<file path="config.mk">
export PLATFORM = sky130hd
export DESIGN_NAME = por_reset_sequencer
export DESIGN_NICKNAME = d
export VERILOG_FILES = /design/src/rtl/por_reset_sequencer.sv
export SDC_FILE = /design/constraint.sdc
export NUM_CORES = 1
export LEC_CHECK = 0
export BUFFER_PORTS_ARGS = -buffer_cell sky130_fd_sc_hd__buf_2
export CAP_MARGIN = 20
export CORE_MARGIN = 2
export CORE_UTILIZATION = 41
export CTS_CLUSTER_SIZE = 20
export DETAILED_ROUTE_END_ITERATION = 8
export GPL_ROUTABILITY_DRIVEN = 0
export GPL_TIMING_DRIVEN = 0
export PLACE_DENSITY = 0.69
export SKIP_CTS_REPAIR_TIMING = 1
export SLEW_MARGIN = 20
export SYNTH_ARGS = -nofsm -noshare
export SYNTH_HDL_FRONTEND = slang
export SYNTH_SLANG_ARGS = --single-unit
</file>
<file path="constraint.sdc">
create_clock -name CLK_I -period 1.95 [get_ports CLK_I]
set_clock_uncertainty 0.1 [all_clocks]
set_input_delay 0.195 -clock CLK_I [delete_from_list [all_inputs] [get_ports CLK_I]]
set_output_delay 0.195 -clock CLK_I [all_outputs]
set_load 0.02 [all_outputs]
</file>
<file path="src/rtl/por_reset_sequencer.sv">
// por_reset_sequencer
//   Digital power-on-reset sequencer behind the analog POR cells. Each raw
//   POR_N input is synchronised, the results are ANDed into por_ok, and
//   por_ok must stay high for FILTER_CYCLES before the domain resets are
//   released one by one, STAGE_DELAY cycles apart. A POR drop or a software
//   request re-asserts every domain reset at once.
//
//   Parameters: NUM_POR (>=1), NUM_DOMAINS (>=1), SYNC_STAGES (>=2),
//               FILTER_CYCLES (>=1), STAGE_DELAY (>=1).
//
//   Ports:
//     CLK_I          in   free-running clock
//     RST_I          in   asynchronous active-high reset
//     POR_N_I        in   [NUM_POR]     raw asynchronous POR, active-low
//     SW_RST_REQ_I   in   single-cycle synchronous software reset request
//     RST_N_O        out  [NUM_DOMAINS] domain resets, bit k released k-th
//     READY_O        out  high once every domain is released
//     STATE_O        out  [2] ASSERT=0, FILTER=1, RELEASE=2, RUN=3
//     BROWNOUT_O     out  one-cycle pulse on POR loss in RELEASE/RUN
//     BROWNOUT_CNT_O out  [8] saturating brown-out count (optional)
//
//   Build option: define POR_SEQ_BROWNOUT_CNT_EN to add BROWNOUT_CNT_O.
//   All outputs are registered.

// Per-input synchroniser; resets to 0 so por_ok starts low.
module por_sync #(
    parameter int SYNC_STAGES = 2
) (
    input  logic clk,
    input  logic rst,
    input  logic d,
    output logic q
);
    logic [SYNC_STAGES-1:0] ff;

    always_ff @(posedge clk or posedge rst) begin
        if (rst) ff <= '0;
        else     ff <= {ff[SYNC_STAGES-2:0], d};
    end

    assign q = ff[SYNC_STAGES-1];
endmodule

module por_reset_sequencer #(
    parameter int NUM_POR       = 2,
    parameter int NUM_DOMAINS   = 4,
    parameter int SYNC_STAGES   = 2,
    parameter int FILTER_CYCLES = 16,
    parameter int STAGE_DELAY   = 8
) (
    input  logic                   CLK_I,
    input  logic                   RST_I,
    input  logic [NUM_POR-1:0]     POR_N_I,
    input  logic                   SW_RST_REQ_I,
    output logic [NUM_DOMAINS-1:0] RST_N_O,
    output logic                   READY_O,
    output logic [1:0]             STATE_O,
    output logic                   BROWNOUT_O
`ifdef POR_SEQ_BROWNOUT_CNT_EN
    ,
    output logic [7:0]             BROWNOUT_CNT_O
`endif
);
    localparam logic [1:0] ST_ASSERT  = 2'd0;
    localparam logic [1:0] ST_FILTER  = 2'd1;
    localparam logic [1:0] ST_RELEASE = 2'd2;
    localparam logic [1:0] ST_RUN     = 2'd3;

    // One counter serves both the filter window and the stagger delay.
    localparam int CNT_MAX = (FILTER_CYCLES > STAGE_DELAY) ? FILTER_CYCLES : STAGE_DELAY;
    localparam int CNT_W   = $clog2(CNT_MAX + 1);
    localparam logic [CNT_W-1:0] FILT_LAST  = CNT_W'(FILTER_CYCLES - 1);
    localparam logic [CNT_W-1:0] STAGE_LAST = CNT_W'(STAGE_DELAY - 1);
    localparam logic [NUM_DOMAINS-1:0] DOM_ONE = NUM_DOMAINS'(1);

    logic [NUM_POR-1:0]     por_sync_q;
    logic                   por_ok;
    logic [1:0]             state_q;
    logic [CNT_W-1:0]       cnt_q;
    logic [NUM_DOMAINS-1:0] rst_n_q;
    logic [NUM_DOMAINS-1:0] rst_n_nxt;
    logic                   ready_q;
    logic                   brownout_q;
    logic                   in_seq;
    logic                   brownout_set;

    for (genvar g = 0; g < NUM_POR; g++) begin : g_sync
        por_sync #(.SYNC_STAGES(SYNC_STAGES)) u_sync (
            .clk (CLK_I),
            .rst (RST_I),
            .d   (POR_N_I[g]),
            .q   (por_sync_q[g])
        );
    end

    assign por_ok       = &por_sync_q;
    assign in_seq       = (state_q == ST_RELEASE) || (state_q == ST_RUN);
    // POR loss wins over a simultaneous software request, so the pulse
    // depends only on por_ok and the current state.
    assign brownout_set = !por_ok && in_seq;
    // Releases fill in from bit 0 upward, so bits can never release out of order.
    assign rst_n_nxt    = (rst_n_q << 1) | DOM_ONE;

    always_ff @(posedge CLK_I or posedge RST_I) begin
        if (RST_I) begin
            state_q    <= ST_ASSERT;
            cnt_q      <= '0;
            rst_n_q    <= '0;
            ready_q    <= 1'b0;
            brownout_q <= 1'b0;
        end else begin
            brownout_q <= brownout_set;
            if (!por_ok || (SW_RST_REQ_I && in_seq)) begin
                // Re-assertion is always all domains together.
                state_q <= ST_ASSERT;
                cnt_q   <= '0;
                rst_n_q <= '0;
                ready_q <= 1'b0;
            end else begin
                case (state_q)
                    ST_ASSERT: begin
                        // Software requests are ignored here.
                        state_q <= ST_FILTER;
                        cnt_q   <= '0;
                    end
                    ST_FILTER: begin
                        if (SW_RST_REQ_I) begin
                            cnt_q <= '0;
                        end else if (cnt_q == FILT_LAST) begin
                            cnt_q   <= '0;
                            rst_n_q <= DOM_ONE;
                            if (NUM_DOMAINS == 1) begin
                                state_q <= ST_RUN;
                                ready_q <= 1'b1;
                            end else begin
                                state_q <= ST_RELEASE;
                            end
                        end else begin
                            cnt_q <= cnt_q + 1'b1;
                        end
                    end
                    ST_RELEASE: begin
                        if (cnt_q == STAGE_LAST) begin
                            cnt_q   <= '0;
                            rst_n_q <= rst_n_nxt;
                            if (&rst_n_nxt) begin
                                state_q <= ST_RUN;
                                ready_q <= 1'b1;
                            end
                        end else begin
                            cnt_q <= cnt_q + 1'b1;
                        end
                    end
                    default: begin
                        // RUN: hold everything released.
                    end
                endcase
            end
        end
    end

    assign RST_N_O    = rst_n_q;
    assign READY_O    = ready_q;
    assign STATE_O    = state_q;
    assign BROWNOUT_O = brownout_q;

`ifdef POR_SEQ_BROWNOUT_CNT_EN
    logic [7:0] bcnt_q;

    // Counts on the same edge that raises BROWNOUT_O; only RST_I clears it.
    always_ff @(posedge CLK_I or posedge RST_I) begin
        if (RST_I)                               bcnt_q <= '0;
        else if (brownout_set && bcnt_q != 8'hFF) bcnt_q <= bcnt_q + 8'd1;
    end

    assign BROWNOUT_CNT_O = bcnt_q;
`endif
endmodule

</file>
==> impl_results.md, run 1 <==
- Fmax: between 500 and 600 MHz
- Min Hold Slack: 0.181 ns
- Critical Path RT: slightly above 2 ns
- Final Hold Fails: 0
- Antenna violations before repair: 0
- Die Ht: 51.1 µm
- CP Launch Type: flop
- Type of destination of the critical path: flop
- Sequential area share after synthesis: 0.468
- Clock buffer depth: 2
- Synth Register Bits: 17
- Most common cell in the netlist: dfrtp_1
- Initial Utilization: 0.423
- GR Util All Layers: 0.140
- R2r startpoint: cnt_q[0]
- TritonCTS Buffers: 3
- Synth unique cells: 31
- Final period utilization: 0.975
- Mapped cell area: 910 µm²
- Start point of the worst hold path: SW_RST_REQ_I
- Top Ports: 13
- Ranking of synthesized cells by area: dfrtp_1, ha_1, nand2_1
- Hold path endpoint: STATE_O[0]
- Share of cells above drive strength 1: 0.349
- Ys Warns: 0
- Clk slew on worst S/H paths: 0.10 ns
- Clk sinks: 17
- WS Path Type: reg2reg
- FF-to-FF path depth: 7
- Largest net degree at the start of global routing: 18
- Filler Cell Count: 204
- Crit path DAT: 2.01 ns
- Iteration count of the initial detailed-routing pass: 4
- Via density per instance: 5.23
- Normalized max-slew margin: 0.565
- Starting DRT DRC Count: 16
- Wire per inst: around 13 µm
- Vias in the first global route: 635
- Post-synthesis cell count: 88
- DRT Wirelength: between 1500 and 2000 µm
- Max VDD drop: 0.000390 V
- Diode count: 0
- Die Span X: just over 50 µm
- Syn_area_per_cell: 10.3 µm²
- Peak fanout along the critical path: 6
- CTS tree: done
- First-pass GRT wire length: 2750 µm
- H-tree depth: 1
- Core Area: 0.00215 mm²
- Worst-skew pair later-pin latency: 0.29 ns
- Final Slew Violations: 0
- CP delay by family, top: simple AND/OR/NAND/NOR gates
- Commonest cells post-synth: dfrtp_1, nand2_1, ha_1
- Crit path time final: 1.90 ns
- Largest stage delay, worst path: 0.51 ns
- Total power: 0.677 mW
- NumNets Final: 122
- Post-synth EDFFs: 0
- Synthesized Nets: 100
- Hold Crit Class: in2reg
- Area Growth Syn to Fin: 25.0%
- # port buffers: 12
- Dominant synthesized flop cell: dfrtp_1
- RSZ-0062 raised after global routing: true
- Slowest CP cell: or4_1
- HPWL after detailed placement: approximately 1200 µm
- Total die area: 0.00261 mm²
- # setup viols final: 0
- Core Rows: 17
- Post-DRT Antenna Nets: 0
- Cell Chain, Critical Path: ha_4 > nand3_1 > inv_1 > ha_1 > a21boi_2 > or4_1 > o21ai_0
- R2R Path End: RST_N_O[1]
- P_leak: ~0.51 nW
- DRC viols: 0
- Synth top area share: 0.468
- Congestion Overflow GR: 0
- Root Buffer: clkbuf_4
- Status: complete, no violations
- Hold path cells: 4
- Crit path buffers/inverters: 1
- Max Cap Viol: 0
- Async SR Flop Fraction: 1.00
- Vias: 717
- Least-Margin Pin Slew: between 0.6 and 0.7 ns
- FF-to-FF setup slack: 0.05 ns
- Synth area leader: dfrtp_1
- Power Density: ~600 mW/mm²
[cells in the final DEF, fill, tap and decap left out, types with 2 or more instances in the layout]
cell type / netlist / final
nand2_1: 11 / 11
buf_4: 0 / 2
dfrtp_1: 17 / 16
ha_2: 0 / 2
buf_2: 1 / 12
dlygate4sd3_1: 0 / 3
o21ai_0: 5 / 4
nor2_1: 5 / 5
nor4b_2: 0 / 2
clkbuf_4: 0 / 4
nor3_1: 2 / 2
or4_1: 3 / 3
ha_1: 7 / 4
inv_1: 6 / 6
o21a_1: 4 / 4
nand3_1: 5 / 4
[worst min-delay path, cell delays in order]
cell and delay, ns:
buf_2 0.12, o21ai_2 0.09, nand3_2 0.11, a221oi_2 0.04
[kinds of logic (layout without fill, tap and decap cells)]
| logic type | after synthesis | after routing | share of synthesized area |
|---|---|---|---|
| AO/OA/AOI/OAI | 15 | 15 | 0.122 |
| multiplexers | 3 | 3 | 0.0344 |
| AND/OR/NAND/NOR | 38 | 38 | 0.245 |
| adder cells (fa/ha/maj) | 7 | 7 | 0.0963 |
| flip-flops | 17 | 17 | 0.468 |
| buffers and inverters | 8 | 29 | 0.0344 |
[where the power goes]
| part | leakage [nW] | total [mW] | switching, mW | internal [mW] |
|---|---|---|---|---|
| combinational | 0.268 | 0.114 | 0.0670 | 0.0474 |
| clock | 0.0177 | 0.192 | 0.116 | 0.0762 |
| sequential | 0.226 | 0.370 | 0.00778 | 0.362 |
| total | 0.512 | 0.677 | 0.191 | 0.486 |
[registers in the layout, indices dropped and copies added (netlist names)]
register and flops:
READY_O 1, RST_N_O 4, BROWNOUT_O 1, STATE_O 2
cnt_q 5, g_sync.u_sync.ff 4
[per-layer routing]
layer / vias to the layer above / share of wire / track usage
li1: 359 / - / -
met1: 347 / 0.48 / 0.187
met2: 9 / 0.49 / 0.223
met3: 2 / 0.021 / 0.0175
met4: 0 / 0.0087 / 0.0676
met5: - / 0 / 0
[worst max path at each step]
stage / startpoint / slack [ns] / depth (start not counted) / endpoint
final: cnt_q[0] / 0.05 / 7 / RST_N_O[1]
after global routing: cnt_q[1] / -0.06 / 8 / cnt_q[2]
after CTS: cnt_q[0] / -0.22 / 7 / STATE_O[1]
after detailed placement: cnt_q[0] / -0.19 / 7 / STATE_O[1]
after global placement: cnt_q[0] / -0.12 / 7 / STATE_O[1]
after floorplan: STATE_O[0] / 0.04 / 6 / RST_N_O[1]
[through the flow]
step | instances | setup TNS, ns | util | worst slack, ns | cell area (µm²)
after floorplan | 88 | 0 | - | 0.0410 | 911
after global placement | 128 | -0.600 | 0.468 | -0.123 | 1010
after detailed placement | 128 | -1.00 | 0.468 | -0.188 | 1010
after CTS | 132 | -1.28 | 0.481 | -0.224 | 1030
after global routing | 137 | -0.166 | 0.529 | -0.0615 | 1140
final | 137 | 0 | 0.529 | 0.0487 | 1140
[layout make-up]
class | count | area (µm²) | share of cell area
multi-input combinational | 63 | 508 | 0.447
sequential | 17 | 427 | 0.375
timing repair buffer | 17 | 105 | 0.0924
tap | 28 | 35.0 | 0.0308
clock buffer | 3 | 22.5 | 0.0198
inverter | 6 | 22.5 | 0.0198
buffer | 2 | 12.5 | 0.0110
clock inverter | 1 | 5.00 | 0.00440
Power figures use the tool's default switching activity.
==> run 2: changes to the inputs <==
PLACE_DENSITY = 0.66   (was 0.69)
clock period = 2.3 ns   (was 1.95 ns; I/O delays follow)
==> impl_results.md, run 2 (synthesized netlist as in run 1, its figures left out) <==
- Type of destination of the critical path: flop
- Filler Cell Count: approximately 210
- Hold Crit Class: reg2reg
- Peak fanout along the critical path: 4
- Max Cap Viol: 0
- Worst-skew pair later-pin latency: 0.29 ns
- DP Area: 0.00100 mm²
- HPWL after detailed placement: 1290 µm
- TNS Setup: 0 ns
- Largest stage delay, worst path: between 0.5 and 0.6 ns
- Fin area: ~0.0011 mm²
- DRT Wirelength: 1720 µm
- WS Path Type: reg2reg
- Vias in the first global route: 694
- Top Ports: 13
- Setup ws final: 0.178 ns
- Largest register FFs: 5
- Antenna violations before repair: 0
- Final Slew Violations: 0
- Dpl ws: 0.147 ns
- Largest Register: cnt_q
- Core Area: approximately 0.0021 mm²
- Vias: 704
- P_leak: 0.500 nW
- NumNets Final: 120
- Slowest CP cell: or4_1
- Post-DRT Antenna Nets: 0
- Clock buffer depth: 2
- Crit path buffers/inverters: 1
- TritonCTS Buffers: 3
- Fmax: roughly 470 MHz
- Cell Chain, Critical Path: inv_1 > ha_1 > o21ai_0 > nand3_1 > or4_1 > o21ai_0
- GR Util All Layers: 0.151
- Critical path startpoint: STATE_O[0]
- CTS tree: done
- # port buffers: 12
- RSZ-0062 raised after global routing: false
- Critical Path RT: 2.41 ns
- Final period utilization: 0.923
- Die Ht: 51.1 µm
- # setup viols final: 0
- Wire per inst: 12.7 µm
- Normalized max-slew margin: 0.568
- Starting DRT DRC Count: 13
- CP Launch Type: flop
- Congestion Overflow GR: 0
- Total power: 0.561 mW
- H-tree depth: 1
- Status: complete, no violations
- Via density per instance: 5.21
- Die Span X: 51.1 µm
- Start point of the worst hold path: g_sync[0].u_sync.ff[0]
- Final Hold Fails: 0
- First-pass GRT wire length: 2970 µm
- Largest net degree at the start of global routing: 18
- Share of cells above drive strength 1: 0.215
- Core Rows: 17
- Area Growth Syn to Fin: 16.8%
- Iteration count of the initial detailed-routing pass: 3
- CP delay by family, top: simple AND/OR/NAND/NOR gates
- Root Buffer: clkbuf_4
- Clk sinks: 17
- Initial Utilization: 0.423
- Total die area: between 0.002 and 0.003 mm²
- Diode count: 0
- FF-to-FF setup slack: 0.18 ns
- Min Hold Slack: 0.265 ns
- Crit path DAT: 2.23 ns
- DRC viols: 0
- Most used cell, CP: o21ai_0
- R2r startpoint: STATE_O[0]
- Max VDD drop: between 0.0003 and 0.0004 V
- Least-Margin Pin Slew: 0.647 ns
- Crit path time final: 2.12 ns
- Power Density: 528 mW/mm²
- Most common cell after layout, fill and taps aside: dfrtp_1
- Most frequent cells in the layout: dfrtp_1, buf_2, nand2_1, ha_1, inv_1
- Clk slew on worst S/H paths: 0.10 ns
[run 2: changes by cell type in the layout (fill, tap and decap cells not counted), moves of 2 or more]
cell and delta:
ha_1 +3, buf_4 -2, nor4b_1 +2, ha_2 -2, nor4b_2 -2
[run 2: worst paths after layout]
check	to	cells after the start
setup / recovery	RST_N_O[2]	6
hold reg to reg	g_sync[0].u_sync.ff[1]	0
setup reg to reg	RST_N_O[2]	6
max in group asynchronous	STATE_O[1]	3
min in group asynchronous	cnt_q[1]	3
hold / removal	g_sync[0].u_sync.ff[1]	0
[run 2: cell type report]
class,instances,area [µm²],share of cell area
multi-input cells,63,453,0.426
well taps,28,35.0,0.0330
plain buffers,2,8.76,0.00824
clock buffers,3,22.5,0.0212
inverters,6,22.5,0.0212
repair buffers,15,90.1,0.0848
clock inverters,1,5.00,0.00471
flip-flops and latches,17,425,0.400
[run 2: power by group]
part / internal (mW) / switching (mW) / leakage [nW]
registers: 0.307 / 0.00646 / 0.227
clock network: 0.0646 / 0.0969 / 0.0177
logic: 0.0335 / 0.0524 / 0.255
total: 0.405 / 0.156 / 0.500
[run 2: metal layers]
| metal | track usage | vias to the layer above | wire length, µm | part of all wire |
|---|---|---|---|---|
| met5 | 0 | - | 0 | 0 |
| met4 | 0.0856 | 0 | 14 | 0.0081 |
| met2 | 0.247 | 11 | 842 | 0.49 |
| met1 | 0.192 | 335 | 809 | 0.47 |
| met3 | 0.0205 | 2 | 51 | 0.030 |
| li1 | - | 356 | - | - |
[run 2: worst register-to-register path: stages (launching register included)]
cell	delay (ns)
dfrtp_1	0.41
inv_1	0.10
ha_1	0.23
o21ai_0	0.35
nand3_1	0.21
or4_1	0.55
o21ai_0	0.09
[run 2: metrics by stage]
stage,instances,util
final,135,0.494
after global routing,135,0.494
after CTS,132,0.480
after detailed placement,128,0.468
after global placement,128,0.468
after floorplan,88,-
